$ cat config.mk
export PLATFORM = sky130hd
export DESIGN_NAME = uart_rx
export DESIGN_NICKNAME = d
export VERILOG_FILES = /design/src/rtl/uart_rx_pkg.sv /design/src/rtl/uart_rx_baud.sv /design/src/rtl/uart_rx.sv
export SDC_FILE = /design/constraint.sdc
export NUM_CORES = 1
export LEC_CHECK = 0
export BUFFER_PORTS_ARGS = -buffer_cell sky130_fd_sc_hd__buf_2
export CAP_MARGIN = 20
export CORE_ASPECT_RATIO = 1.5
export CORE_MARGIN = 3
export CORE_UTILIZATION = 50
export CTS_CLUSTER_DIAMETER = 100
export CTS_CLUSTER_SIZE = 12
export DETAILED_ROUTE_END_ITERATION = 7
export GPL_ROUTABILITY_DRIVEN = 0
export PLACE_DENSITY_LB_ADDON = 0.05
export SYNTH_ARGS = -nofsm -noshare
export SYNTH_HDL_FRONTEND = slang
export SYNTH_SLANG_ARGS = --single-unit
$ cat constraint.sdc
create_clock -name clk -period 1.7 [get_ports clk]
set_input_delay 0.34 -clock clk [delete_from_list [all_inputs] [get_ports clk]]
set_output_delay 0.34 -clock clk [all_outputs]
set_load 0.03 [all_outputs]
$ cat src/rtl/uart_rx_pkg.sv
// uart_rx_pkg: shared definitions for the UART receiver.
//   - Baud divisors (clock cycles per bit), 12 MHz system clock, same values uart_tx uses.
//   - Receiver FSM state type.
//   - Start-edge helper.
package uart_rx_pkg;

  // Clock cycles per bit at 12 MHz.
  localparam int unsigned B115200 = 104;
  localparam int unsigned B57600  = 208;
  localparam int unsigned B38400  = 313;
  localparam int unsigned B19200  = 625;
  localparam int unsigned B9600   = 1250;

  typedef enum logic [1:0] {
    StIdle,
    StStart,
    StData,
    StStop
  } rx_state_e;

  // High-to-low transition of the synchronised line: now low, one cycle ago high.
  function automatic logic fall_edge(input logic rx_now, input logic rx_prev);
    return ~rx_now & rx_prev;
  endfunction

endpackage

$ cat src/rtl/uart_rx_baud.sv
// uart_rx_baud: loadable bit-timing down-counter for the UART receiver.
//   clk         system clock
//   rst         synchronous active-high reset
//   i_load      load a full bit period (BAUD-1)
//   i_load_half load half a bit period (BAUD/2-1), used to reach mid start bit
//   o_tick      high in the cycle the loaded counter reaches zero
// After a tick the counter is idle (unloaded) until loaded again, so a tick
// that is not followed by a load never repeats.
module uart_rx_baud #(
  parameter int unsigned BAUD = 16
) (
  input  logic clk,
  input  logic rst,
  input  logic i_load,
  input  logic i_load_half,
  output logic o_tick
);

  localparam int unsigned CW = $clog2(BAUD);
  localparam logic [CW-1:0] FullLoad = CW'(BAUD - 1);
  localparam logic [CW-1:0] HalfLoad = CW'(BAUD / 2 - 1);

  logic [CW-1:0] r_cnt;
  logic          r_loaded;

  assign o_tick = r_loaded && (r_cnt == '0);

  always_ff @(posedge clk) begin
    if (rst) begin
      r_cnt    <= '0;
      r_loaded <= 1'b0;
    end else if (i_load_half) begin
      r_cnt    <= HalfLoad;
      r_loaded <= 1'b1;
    end else if (i_load) begin
      r_cnt    <= FullLoad;
      r_loaded <= 1'b1;
    end else if (r_loaded) begin
      if (r_cnt == '0) begin
        r_loaded <= 1'b0;
      end else begin
        r_cnt <= r_cnt - CW'(1);
      end
    end
  end

endmodule

$ cat src/rtl/uart_rx.sv
// uart_rx: 8N1 UART receiver, LSB first.
//   clk          system clock
//   rst          synchronous active-high reset
//   i_rx         asynchronous serial line, idle high
//   o_data       last correctly framed byte, held until the next good frame
//   o_valid      one-cycle pulse when o_data is updated
//   o_frame_err  one-cycle pulse when the stop bit is sampled low
//   o_busy       high whenever a frame is in progress
// The line is synchronised by two flops, a falling edge starts a frame, and
// every bit is sampled at mid-bit using uart_rx_baud.
module uart_rx
  import uart_rx_pkg::*;
#(
  parameter int unsigned BAUD = B115200
) (
  input  logic       clk,
  input  logic       rst,
  input  logic       i_rx,
  output logic [7:0] o_data,
  output logic       o_valid,
  output logic       o_frame_err,
  output logic       o_busy
);

  // Synchroniser and edge-detect flops reset high so leaving reset is not a fall.
  logic r_sync1;
  logic r_rx_s;
  logic r_rx_d;

  rx_state_e  r_state;
  rx_state_e  w_state_next;
  logic [7:0] r_shift;
  logic [2:0] r_idx;
  logic [7:0] r_data;
  logic       r_valid;
  logic       r_frame_err;

  logic w_fall;
  logic w_tick;
  logic w_load;
  logic w_load_half;
  logic w_shift_en;
  logic w_clr_idx;
  logic w_good;
  logic w_bad;
  logic w_busy;

  always_ff @(posedge clk) begin
    if (rst) begin
      r_sync1 <= 1'b1;
      r_rx_s  <= 1'b1;
      r_rx_d  <= 1'b1;
    end else begin
      r_sync1 <= i_rx;
      r_rx_s  <= r_sync1;
      r_rx_d  <= r_rx_s;
    end
  end

  assign w_fall = fall_edge(r_rx_s, r_rx_d);

  uart_rx_baud #(
    .BAUD (BAUD)
  ) u_baud (
    .clk         (clk),
    .rst         (rst),
    .i_load      (w_load),
    .i_load_half (w_load_half),
    .o_tick      (w_tick)
  );

  // State register.
  always_ff @(posedge clk) begin
    if (rst) begin
      r_state <= StIdle;
    end else begin
      r_state <= w_state_next;
    end
  end

  // Next-state logic.
  always_comb begin
    w_state_next = r_state;
    unique case (r_state)
      StIdle: begin
        if (w_fall) w_state_next = StStart;
      end
      StStart: begin
        // A high line at mid start bit was only a glitch.
        if (w_tick) w_state_next = r_rx_s ? StIdle : StData;
      end
      StData: begin
        if (w_tick && (r_idx == 3'd7)) w_state_next = StStop;
      end
      StStop: begin
        if (w_tick) w_state_next = StIdle;
      end
      default: w_state_next = StIdle;
    endcase
  end

  // Output / control decode.
  always_comb begin
    w_load      = 1'b0;
    w_load_half = 1'b0;
    w_shift_en  = 1'b0;
    w_clr_idx   = 1'b0;
    w_good      = 1'b0;
    w_bad       = 1'b0;
    w_busy      = 1'b1;
    unique case (r_state)
      StIdle: begin
        w_busy      = 1'b0;
        w_load_half = w_fall;
      end
      StStart: begin
        if (w_tick && !r_rx_s) begin
          w_load    = 1'b1;
          w_clr_idx = 1'b1;
        end
      end
      StData: begin
        if (w_tick) begin
          w_load     = 1'b1;
          w_shift_en = 1'b1;
        end
      end
      StStop: begin
        if (w_tick) begin
          w_good = r_rx_s;
          w_bad  = ~r_rx_s;
        end
      end
      default: w_busy = 1'b0;
    endcase
  end

  // Datapath: shift register, bit index and registered result strobes.
  always_ff @(posedge clk) begin
    if (rst) begin
      r_shift     <= 8'h00;
      r_idx       <= 3'd0;
      r_data      <= 8'h00;
      r_valid     <= 1'b0;
      r_frame_err <= 1'b0;
    end else begin
      r_valid     <= w_good;
      r_frame_err <= w_bad;
      if (w_good) r_data <= r_shift;
      if (w_clr_idx) begin
        r_idx <= 3'd0;
      end else if (w_shift_en) begin
        r_idx <= r_idx + 3'd1;
      end
      // LSB arrives first, so shifting right leaves bit 0 in r_shift[0].
      if (w_shift_en) r_shift <= {r_rx_s, r_shift[7:1]};
    end
  end

  assign o_data      = r_data;
  assign o_valid     = r_valid;
  assign o_frame_err = r_frame_err;
  assign o_busy      = w_busy;

endmodule

; Word-level counts from Yosys, hierarchy flattened
; Index checks and enable logic that the tools add are counted.
[totals]
reg_bits = 34
elab_cells = 69
[classes]
n_reduce_logical = 16
n_eq_ne = 10
addsub = 2
n_mux = 23
bitwise = 5
[op_table]
columns = op, count
row1 = $mux W7, 3
row2 = $mux W1, 12
row3 = $mux W2, 5
row4 = $ne A2 B2 Y1 const B, 4
row5 = $pmux W2 S4, 1
row6 = $logic_not A7 Y1, 1
row7 = $sub A7 B1 Y7 const B, 1
row8 = $mux W6, 1
row9 = $reduce_and A2 Y1, 3
row10 = $reduce_or A3 Y1, 2
row11 = $eq A2 B2 Y1 const B, 2
row12 = $not A1 Y1, 4
row13 = $reduce_and A4 Y1, 1
row14 = $reduce_or A2 Y1, 2
row15 = $add A3 B1 Y3 const B, 1
row16 = $eq A3 B3 Y1 const B, 1
row17 = $logic_and A1 B1 Y1, 3
row18 = $ne A3 B1 Y1 const B, 1
row19 = $reduce_bool A3 Y1, 1
row20 = $eq A2 B1 Y1 const B, 1
row21 = $logic_not A2 Y1, 1
row22 = $ne A2 B1 Y1 const B, 1
row23 = $pmux W1 S2, 1
row24 = $reduce_bool A2 Y1, 1
row25 = other kinds (2), 2

; Logic depth before layout (Yosys ltp)
; Gate-level depths: netlist (run 1).
[depth]
word_depth = 7
mapped_depth = 7
mapped_depth_nobuf = 6

; By module
; A second synthesis (run 1) with hierarchy kept.
[unflattened]
hier_cells = 169
hier_area_um2 = 1506.4
[by_module_without_submodules]
columns = module, area_each_um2, cells_per_inst, seq_area_each_um2, instances
row1 = uart_rx, 1068.5, 121, 520.5, 1
row2 = uart_rx_baud, 437.9, 48, 160.2, 1

; Least setup slack after synthesis (run 1)
; Ideal clock, no wire load.
[synth_path]
path_kind = register to register
startpoint = reg u_baud.r_cnt[0]
endpoint = reg r_data[0], in the netlist o_data[0]
path_slack_ns = 0.078
path_stages_with_launch = 8
synth_period_minus_slack_ns = 1.622
setup_time_ns = 0.128
arrival_ns = 1.495
required_time_ns = 1.572
path_cell_list = dfxtp_1 inv_1 ha_1 nor3b_2 and4_1 buf_6 mux2i_1 nor2_1
[synth_between]
elab_chain_len = 4
[synth_lines]
columns = element, line
row1 = from (decl), uart_rx_baud.sv:23  ; logic [CW-1:0] r_cnt;
row2 = from (signal assigned), uart_rx_baud.sv:33  ; r_cnt <= HalfLoad;
row3 = from (signal assigned), uart_rx_baud.sv:36  ; r_cnt <= FullLoad;
row4 = from (signal assigned), uart_rx_baud.sv:42  ; r_cnt <= r_cnt - CW'(1);
row5 = $logic_not A7 Y1, uart_rx_baud.sv:26  ; assign o_tick = r_loaded && (r_cnt == '0);
row6 = $logic_and A1 B1 Y1, uart_rx_baud.sv:26
row7 = $mux W1, uart_rx.sv:129  ; if (w_tick) begin
row8 = $mux W1, uart_rx.sv:111  ; unique case (r_state)
row9 = to (signal assigned), uart_rx.sv:149  ; if (w_good) r_data <= r_shift;
row10 = to (decl), uart_rx.sv:34  ; logic [7:0] r_data;
; No other way between the ends.
; A chain may end at the register's enable or synchronous reset.

; Worst setup path in the final report (run 1)
[layout_path]
startpoint = reg u_baud.r_cnt[0]
endpoint = reg u_baud.r_cnt[5]
[layout_between]
elab_chain_len = 7
[layout_lines]
columns = element
row1 = branches (longest 7 deep; another with $sub A7 B1 Y7)
; Several ways; the timed one is not identified. The select of a mux whose other input is x is not followed.

==> results of run 1 <==
==> cell usage in the layout (no fill, tap or decap), types with 4 or more instances in the layout <==
master    Yosys  layout
buf_2         0      12
inv_1         6       6
nor2_1       14      13
buf_4         2      10
mux2i_1       9       9
ha_1          9       7
nor3_1        4       4
nand3_1      11      10
nand2b_1      4       4
dfxtp_1      34      30
dfxtp_2       0       4
clkbuf_8      0       5
a21oi_1      19      18
nand2_1      17      17
==> critical path: stages, from the launching register on <==
cell     delay, ns
dfxtp_2       0.34
inv_1         0.06
ha_2          0.20
nor3b_4       0.16
buf_4         0.15
and2_1        0.15
or3_1         0.34
a31oi_1       0.15
==> where the power goes <==
group,internal (uW),leakage (uW),switching [uW]
clock,438,0.0000524,267
combinational,111,0.000406,140
sequential,818,0.000277,21.5
total,1370,0.000736,429
==> per-layer routing <==
metal,GRT usage (%),vias up
li1,-,654
met1,17.3,614
met2,36.7,20
met3,5.41,5
met4,10.8,0
met5,0,-
==> registers in the layout (all words and copies together) (netlist names), named ones only <==
signal,flops
r_shift,8
r_rx_s,1
r_idx,3
r_state,1
r_sync1,1
o_valid,1
o_data,8
u_baud.r_loaded,1
o_frame_err,1
r_rx_d,1
u_baud.r_cnt,7
==> final timing paths <==
check | from | endpoint | cells past startpoint
worst min-delay path | i_rx | r_sync1$_SDFF_PP1_ | 2
worst min register to register | r_sync1$_SDFF_PP1_ | r_rx_s$_SDFF_PP1_ | 1
worst max-delay path | u_baud.r_cnt[0]$_SDFFE_PP0P_ | u_baud.r_cnt[5]$_SDFFE_PP0P_ | 7
worst max register to register | u_baud.r_cnt[0]$_SDFFE_PP0P_ | u_baud.r_cnt[5]$_SDFFE_PP0P_ | 7
==> cell type report <==
type                       count  area share, %
clock buffer                   7           4.08
tap                           39           2.61
multi-input combinational    125           44.9
clock inverter                 1           1.61
timing repair buffer          24           8.90
inverter                       6           1.20
sequential                    34           36.7
==> logic make-up after synthesis <==
kind of cell	Yosys count	synth area share, %
simple gates	69	23.9
compound gates	37	14.4
flops	34	43.8
buf+inv	14	4.34
mux	9	5.79
fa+ha+maj	9	7.24
xor+xnor	1	0.563
==> per-stage QoR <==
stage                     worst slack (ns)  instance area (um2)  util [%]  std cells
after floorplan                     0.0775                 1560         -        173
after global placement              0.0346                 1720      58.4        228
after detailed placement            0.0245                 1720      58.4        228
after CTS                           0.0171                 1830      62.1        236
after global routing               0.00511                 1870      63.6        236
final                               0.0885                 1870      63.6        236
==> timing repair <==
item                                    4_1_cts  5_1_grt
pin swaps                                     0        1
gates resized for setup                       1       15
cloned                                        0        0
endpoints found under the setup margin        1       22
buffers inserted                              0        0
==> impl_metrics.toml, run 1 <==
[outcome]
outcome = "finished, final reports clean"

[detailed_routing]
drc = 0
route.layer.met1.wl_um = 1200
met2_length_um = 1770
via_per_inst = 5.48
route.vias.total = 1293
ant_nets = 0
drt-total-wl_um = 3130
wl_met3_um = 92
highest_layer = "met4"
wl_per_cell_um = 13.3
dr.first_iter.drc_count = 17
drtPass1Iterations = 5

[timing]
rsz0062_at_grt = "false"
finalCritPeriodShare_pct = 94.8
setup-violations-final = 0
skew_ns = 0.0104
holdWs_ns = 0.231
fmax_mhz = 621
setup_tns_ns = 0
report.final.slew_viol_count = 0
relSlewSlack_pct = 69.6
worst-slew-pin-transition_ns = 0.453
finalHoldViolCount = 0
period_minus_slack_ns = 1.61

[cts]
htreeDepth = 2
hold_buffers = 0
numCtsBuffers = 5
cts_tree = "built"
clock_path_buffers = 2
clkLatencyLatePin_ns = 0.29
cts_sinks = 34
clkTransAtPathRegs_ns = 0.07
cts_root_buffer = "clkbuf_8"

[floorplanning]
dieArea_um2 = 3830
coreArea_um2 = 2940
die_w_um = 51.5
io_pins = 14
rows = 24
die_h_um = 74.3
start_util_pct = 52.8

[logic_synthesis]
synth_cells = 173
avgSynthCellArea_um2 = 8.99
syn_nets = 185
synth_top_cell_area_share_pct = 43.8
synth_edf_count = 0
synth.distinct_cells = 39
ys_seq_area_share_pct = 43.8
synth_top_flop_cell = "dfxtp_1"
synth_most_common_cell = "dfxtp_1"
synth_top_area_cell = "dfxtp_1"
async_flop_share_pct = 0
synth.top_cells.by_area = "dfxtp_1, ha_1, a21oi_1"
ys_ff_latch = 34
syn_area_um2 = 1560
synth_warnings = 0
synth_common_cells = "dfxtp_1, a21oi_1, nand2_1, nor2_1, nand3_1"

[critical_path]
worst-endpoint-required_ns = 1.92
worst_ep_arrival_time_ns = 1.83
cp-end-kind = "flip-flop"
start_kind = "flip-flop"
rrSetupSlack_ns = 0.09
cp_max_fo = 4
critPathKind = "flip-flop to flip-flop"

[global_route]
grt_first_pass_wirelength_um = 5460
grt_pass1_vias = 1306
grt_remaining_overflow = 0
gr-usage-all-layers_pct = 19.1
grt_max_degree = 23
grt_antenna_before_repair = 0

[finish]
seqCellArea_um2 = 686
area_growth_pct = 20.3
multi_input_area_um2 = 841
num_antenna_cells = 0
finalNetCount = 208
nFillCells = 278
drive_gt1_share_pct = 24.9

[power]
power.density_nw_per_um2 = 960
power_uw = 1800
p_leak_uw = 0.000736
ir_drop_mv = 0.813

[placement]
dp_hpwl_um = 2420
io_buffers = 13

[hold_path]
hp-class = "input pin to flip-flop"

[job]
maxCapViolCount = 0
Note: power is estimated with default switching activity, not from simulation.
==> inputs of run 2 (changes only) <==
SYNTH_HIERARCHICAL = 1   (was not set)
==> run 2 against run 1 <==
Against the previous run:
- the flow now finishes with violations (setup timing)
- routed wire length increased by 10%
- combinational power increased by 26%
- clock-buffer cell count unchanged
- core utilization increased by 11 points
- flip-flop and latch count unchanged
- global-route usage increased by 1.9 points
- synthesized cell count decreased by 2.3%
- power decreased by 2.1%
- cell count increased by 6.4%
- register-to-register slack got worse by 0.23 ns
- via count increased by 2.3%
==> impl_metrics.toml, run 2 <==
[critical_path]
worst_ep_arrival_time_ns = 2.05
r2r-end = "r_state[0]$_SDFFE_PP0P_"
rr_worst_depth = 6
crit_cells = 6
worst-endpoint-required_ns = 1.91
cp-end-kind = "flip-flop"
cp_top_family = "simple AND/OR/NAND/NOR gates"
r2r_start = "u_baud/r_cnt[5]$_SDFFE_PP0P_"
slowest_stage = "or4_4"
critical_path_buf_inv_count = 0
max_stage_delay_ns = 0.55
cp_cell_sequence = "or4_4 -> nor2_4 -> and2_4 -> o21ba_4 -> a211o_1 -> a211oi_2"
cp_max_fo = 7
critPathKind = "flip-flop to flip-flop"
crit_end = "r_state[0]$_SDFFE_PP0P_"
setup.worst_path.start = "u_baud/r_cnt[5]$_SDFFE_PP0P_"
start_kind = "flip-flop"
rrSetupSlack_ns = -0.14

[floorplanning]
io_pins = 14
die_w_um = 50.8
dieArea_um2 = 3720
die_h_um = 73.2
coreArea_um2 = 2760
start_util_pct = 54.5
rows = 23

[cts]
htreeDepth = 2
cts_root_buffer = "clkbuf_8"
clkLatencyLatePin_ns = 0.29
cts_sinks = 34
clkTransAtPathRegs_ns = 0.07
numCtsBuffers = 5
cts_tree = "built"
clock_path_buffers = 2
hold_buffers = 0

[timing]
worst-slew-pin-transition_ns = 0.577
rsz0062_at_grt = "true"
relSlewSlack_pct = 61.5
setup-violations-final = 24
worst_slack_ns = -0.143
finalHoldViolCount = 0
holdWs_ns = 0.248
period_minus_slack_ns = 1.84
skew_ns = 0.00845
fmax_mhz = 542
finalCritPeriodShare_pct = 108
report.final.slew_viol_count = 0

[detailed_routing]
drtPass1Iterations = 4
dr.first_iter.drc_count = 34
ant_nets = 0
route.vias.total = 1323
drc = 0
wl_met3_um = 106
met2_length_um = 2040
highest_layer = "met4"
route.layer.met1.wl_um = 1210
drt-total-wl_um = 3450
via_per_inst = 5.27
wl_per_cell_um = 13.7

[placement]
io_buffers = 13
dpl_cell_area_um2 = 1830
dp_hpwl_um = 2370
pre_cts_slack_ns = -0.299

[finish]
final_cell_mix = "nand2_1, dfxtp_1, buf_4, a21oi_1, buf_2"
area_growth_pct = 36.5
drive_gt1_share_pct = 43.5
final_common_cell = "nand2_1"
finalNetCount = 225
num_antenna_cells = 0
nFillCells = 220
post-route-cell-area_um2 = 2060

[global_route]
gr-usage-all-layers_pct = 20.9
grt_pass1_vias = 1360
grt_first_pass_wirelength_um = 5810
grt_remaining_overflow = 0
grt_antenna_before_repair = 0
grt_max_degree = 33

[logic_synthesis]
synth_top_cell_area_share_pct = 45.2
avgSynthCellArea_um2 = 8.91
synth.distinct_cells = 41
synth.top_cells.by_area = "dfxtp_1, nand2_1, a21oi_1"
synth_compound_area_share_pct = 17.4
ys_seq_area_share_pct = 45.2
synth_common_cells = "nand2_1, dfxtp_1, a21oi_1, ha_1, nor2_1"
synth_xor_area_share_pct = 2.33
synth_top_flop_cell = "dfxtp_1"
synth_edf_count = 0
synthAdderAreaFrac_pct = 7.48
synth.area.mux_share_pct = 1.41
async_flop_share_pct = 0
syn_area_um2 = 1510
synth_top_area_cell = "dfxtp_1"
synthSimpleGateAreaFrac_pct = 22.6
synth_cells = 169
syn_nets = 181
synth_top_family_by_area = "simple AND/OR/NAND/NOR gates"
synth_warnings = 6
synth_most_common_cell = "nand2_1"
ys_ff_latch = 34

[power]
power_uw = 1760
p_leak_uw = 0.000847
ir_drop_mv = 0.714
power.density_nw_per_um2 = 855

[job]
maxCapViolCount = 0

[outcome]
outcome = "finished with violations"
violations = "setup timing"

[hold_path]
hp-class = "input pin to flip-flop"
==> run 2: per-layer routing <==
layer	up-vias	GRT usage, %
met3	10	5.32
met2	25	41.0
met5	-	0
li1	665	-
met1	623	18.2
met4	0	12.9
==> run 2: timing repair <==
item / in CTS / in global routing
buffers inserted: 1 / 5
gates resized for setup: 11 / 22
endpoints found under the setup margin: 30 / 30
pin swaps: 2 / 4
gates cloned: 1 / 1
==> run 2: worst min-delay path by stage <==
stage / from / endpoint / slack (ns) / depth (start not counted)
floorplan: r_sync1$_SDFF_PP1_ / r_rx_s$_SDFF_PP1_ / 0.38 / 1
global placement: r_sync1$_SDFF_PP1_ / r_rx_s$_SDFF_PP1_ / 0.40 / 1
detailed placement: r_sync1$_SDFF_PP1_ / r_rx_s$_SDFF_PP1_ / 0.40 / 1
CTS: i_rx / r_sync1$_SDFF_PP1_ / 0.25 / 2
global route: i_rx / r_sync1$_SDFF_PP1_ / 0.26 / 2
finish: i_rx / r_sync1$_SDFF_PP1_ / 0.25 / 2
==> run 2: cells by family (layout without fill, tap and decap cells) <==
group,count (synthesis),count (layout)
mux,2,2
xor+xnor,4,4
fa+ha+maj,9,9
flops,34,34
buf+inv,11,55
compound gates,37,37
simple gates,72,73
==> run 2: area by class of cell <==
class,instances,area [um2],area share (%)
Clock buffer,7,86.3,4.20
Clock inverter,1,5.00,0.243
Inverter,5,18.8,0.912
Multi-Input combinational cell,125,910,44.2
Sequential cell,34,686,33.3
Tap cell,37,46.3,2.25
Timing Repair Buffer,42,305,14.8
==> run 2: metrics by stage <==
stage | instances | TNS (ns) | util [%]
detailed placement | 236 | -4.84 | 66.1
floorplan | 169 | -1.31 | -
global route | 251 | -3.71 | 74.5
CTS | 246 | -0.854 | 71.1
finish | 251 | -1.57 | 74.5
global placement | 236 | -3.49 | 66.1
==> run 2: report_power, final <==
group | switching (uW) | total (uW) | internal [uW] | leakage, uW
registers | 13.5 | 831 | 817 | 0.000277
clock network | 285 | 611 | 326 | 0.0000482
logic | 161 | 316 | 155 | 0.000522
==> inputs of run 3 (changes only) <==
REMOVE_ABC_BUFFERS = 1   (was not set)
SYNTH_HIERARCHICAL = not set   (was 1)
==> run 3 against run 2 <==
Against the previous run:
- the run now ends clean
- power shrank 3.8%
- sequential share of layout area up 3.6 points
- routed wire length shrank 7.4%
- via count down 0.15%
- critical path type unchanged
- critical endpoint is now u_baud.r_cnt[5]$_SDFFE_PP0P_
- largest power group unchanged
==> impl_metrics.toml, run 3 (same netlist as run 1, synthesis figures left out) <==
[timing]
worst_slack_ns = 0.0697
report.final.slew_viol_count = 0
setup-violations-final = 0
finalCritPeriodShare_pct = 95.9
finalHoldViolCount = 0
period_minus_slack_ns = 1.63
worst-slew-pin-transition_ns = 0.455
fmax_mhz = 613
skew_ns = 0.00887
rsz0062_at_grt = "true"
relSlewSlack_pct = 69.4

[critical_path]
r2r_start = "u_baud.r_cnt[0]$_SDFFE_PP0P_"
critPathKind = "flip-flop to flip-flop"
cp_max_fo = 4
r2r-end = "u_baud.r_cnt[5]$_SDFFE_PP0P_"
cp-end-kind = "flip-flop"
worst-endpoint-required_ns = 1.91
worst_ep_arrival_time_ns = 1.85
rr_worst_depth = 7
rrSetupSlack_ns = 0.07
start_kind = "flip-flop"

[cts]
cts_root_buffer = "clkbuf_8"
clock_path_buffers = 2
hold_buffers = 0
cts_sinks = 34
clkTransAtPathRegs_ns = 0.07
htreeDepth = 2
numCtsBuffers = 5
clkLatencyLatePin_ns = 0.29
cts_tree = "built"

[finish]
area_growth_pct = 19.0
final_common_cell = "dfxtp_1"
final_core_util_pct = 62.9
final_cell_mix = "dfxtp_1, a21oi_1, nand2_1, nor2_1, buf_2"
fin_cells = 237
finalNetCount = 209
nFillCells = 295
num_antenna_cells = 0
drive_gt1_share_pct = 23.2

[job]
maxCapViolCount = 0

[detailed_routing]
dr.first_iter.drc_count = 20
drtPass1Iterations = 4
ant_nets = 0
via_per_inst = 5.57
route.vias.total = 1321
drc = 0
wl_per_cell_um = 13.5
drt-total-wl_um = 3190

[floorplanning]
io_pins = 14
die_h_um = 74.3
die_w_um = 51.5
coreArea_um2 = 2940
dieArea_um2 = 3830
start_util_pct = 52.8
rows = 24

[hold_path]
hp-class = "input pin to flip-flop"
holdPathStages = 2
min_to = "r_sync1$_SDFF_PP1_"
worstHoldStart = "i_rx"

[global_route]
grt_pass1_vias = 1271
grt_max_degree = 20
gr-usage-all-layers_pct = 19.2
grt_first_pass_wirelength_um = 5380
grt_antenna_before_repair = 0
grt_remaining_overflow = 0

[placement]
dp.cells = 228
io_buffers = 13
dp_hpwl_um = 2410
pre_cts_slack_ns = -0.0156

[power]
internal_power_uw = 1260
p_seq_share_pct = 49.6
ir_drop_mv = 0.925
p_sw_share_pct = 25.8
combPwrFrac_pct = 14.9
power.density_nw_per_um2 = 914
p_leak_uw = 0.000735
p_sw_uw = 437
p_clk_share_pct = 35.5

[outcome]
outcome = "finished, final reports clean"
run 3: cell count changes in the layout (fill, tap and decap cells not counted), moves of 5 or more:
cell / change
buf_4: -12
buf_6: -5
mux2i_1: +8
nand2_1: -15
nand2_2: -7
nand3_1: +9
nor2_1: +10
run 3: layer usage:
metal,wire [um],vias up,global-route usage [%]
li1,-,656,-
met1,1240,616,18.0
met2,1740,37,36.1
met3,102,12,4.81
met4,108,0,12.2
met5,0,-,0
run 3: final cells by class:
cell class                      count  area (um2)  area share, %
Inverter                            6        22.5           1.22
Clock inverter                      1        5.00          0.270
Sequential cell                    34         683           36.9
Multi-Input combinational cell    125         831           44.9
Clock buffer                        7        86.3           4.67
Timing Repair Buffer               25         174           9.40
Tap cell                           39        48.8           2.64
run 3: worst max-delay path, cell delays in order, from the launching register on:
cell and delay, ns:
dfxtp_2 0.33, inv_1 0.05, ha_2 0.20, nor3b_4 0.16, buf_4 0.15, and2_1 0.15, or3_1 0.36, a31oi_1 0.17
run 3: stage by stage:
step / total power [uW] / instance area, um2 / hold slack [ns] / setup TNS [ns]
2_1_floorplan: 999 / 1510 / 0.389 / -0.405
3_3_place_gp: 1080 / 1720 / 0.391 / 0
3_5_place_dp: 1080 / 1720 / 0.400 / -0.0156
4_1_cts: 1700 / 1810 / 0.231 / 0
5_1_grt: 1780 / 1850 / 0.234 / 0
6_report: 1690 / 1850 / 0.240 / 0
run 3: worst max-delay path by stage:
stage / from / to / depth (start not counted)
floorplan: u_baud.r_cnt[0]$_SDFFE_PP0P_ / o_data[0]$_SDFFE_PP0P_ / 6
global placement: u_baud.r_cnt[0]$_SDFFE_PP0P_ / u_baud.r_cnt[5]$_SDFFE_PP0P_ / 7
detailed placement: u_baud.r_cnt[0]$_SDFFE_PP0P_ / u_baud.r_cnt[5]$_SDFFE_PP0P_ / 7
CTS: flip-flop / o_busy / 5
global route: u_baud.r_cnt[0]$_SDFFE_PP0P_ / u_baud.r_cnt[5]$_SDFFE_PP0P_ / 7
finish: u_baud.r_cnt[0]$_SDFFE_PP0P_ / u_baud.r_cnt[5]$_SDFFE_PP0P_ / 7
run 3: power groups by stage:
stage	Sequential (uW)	Combinational (uW)	Clock (uW)
floorplan	851	148	0
global placement	854	225	0
detailed placement	854	230	0
CTS	837	232	627
global route	840	283	655
finish	838	253	601
run 3: repair_timing:
| action | 4_1_cts | 5_1_grt |
|---|---|---|
| resized for setup | 1 | 11 |
| buffers inserted | 0 | 1 |
| pin swaps | 0 | 1 |
| endpoints found under the setup margin | 1 | 19 |
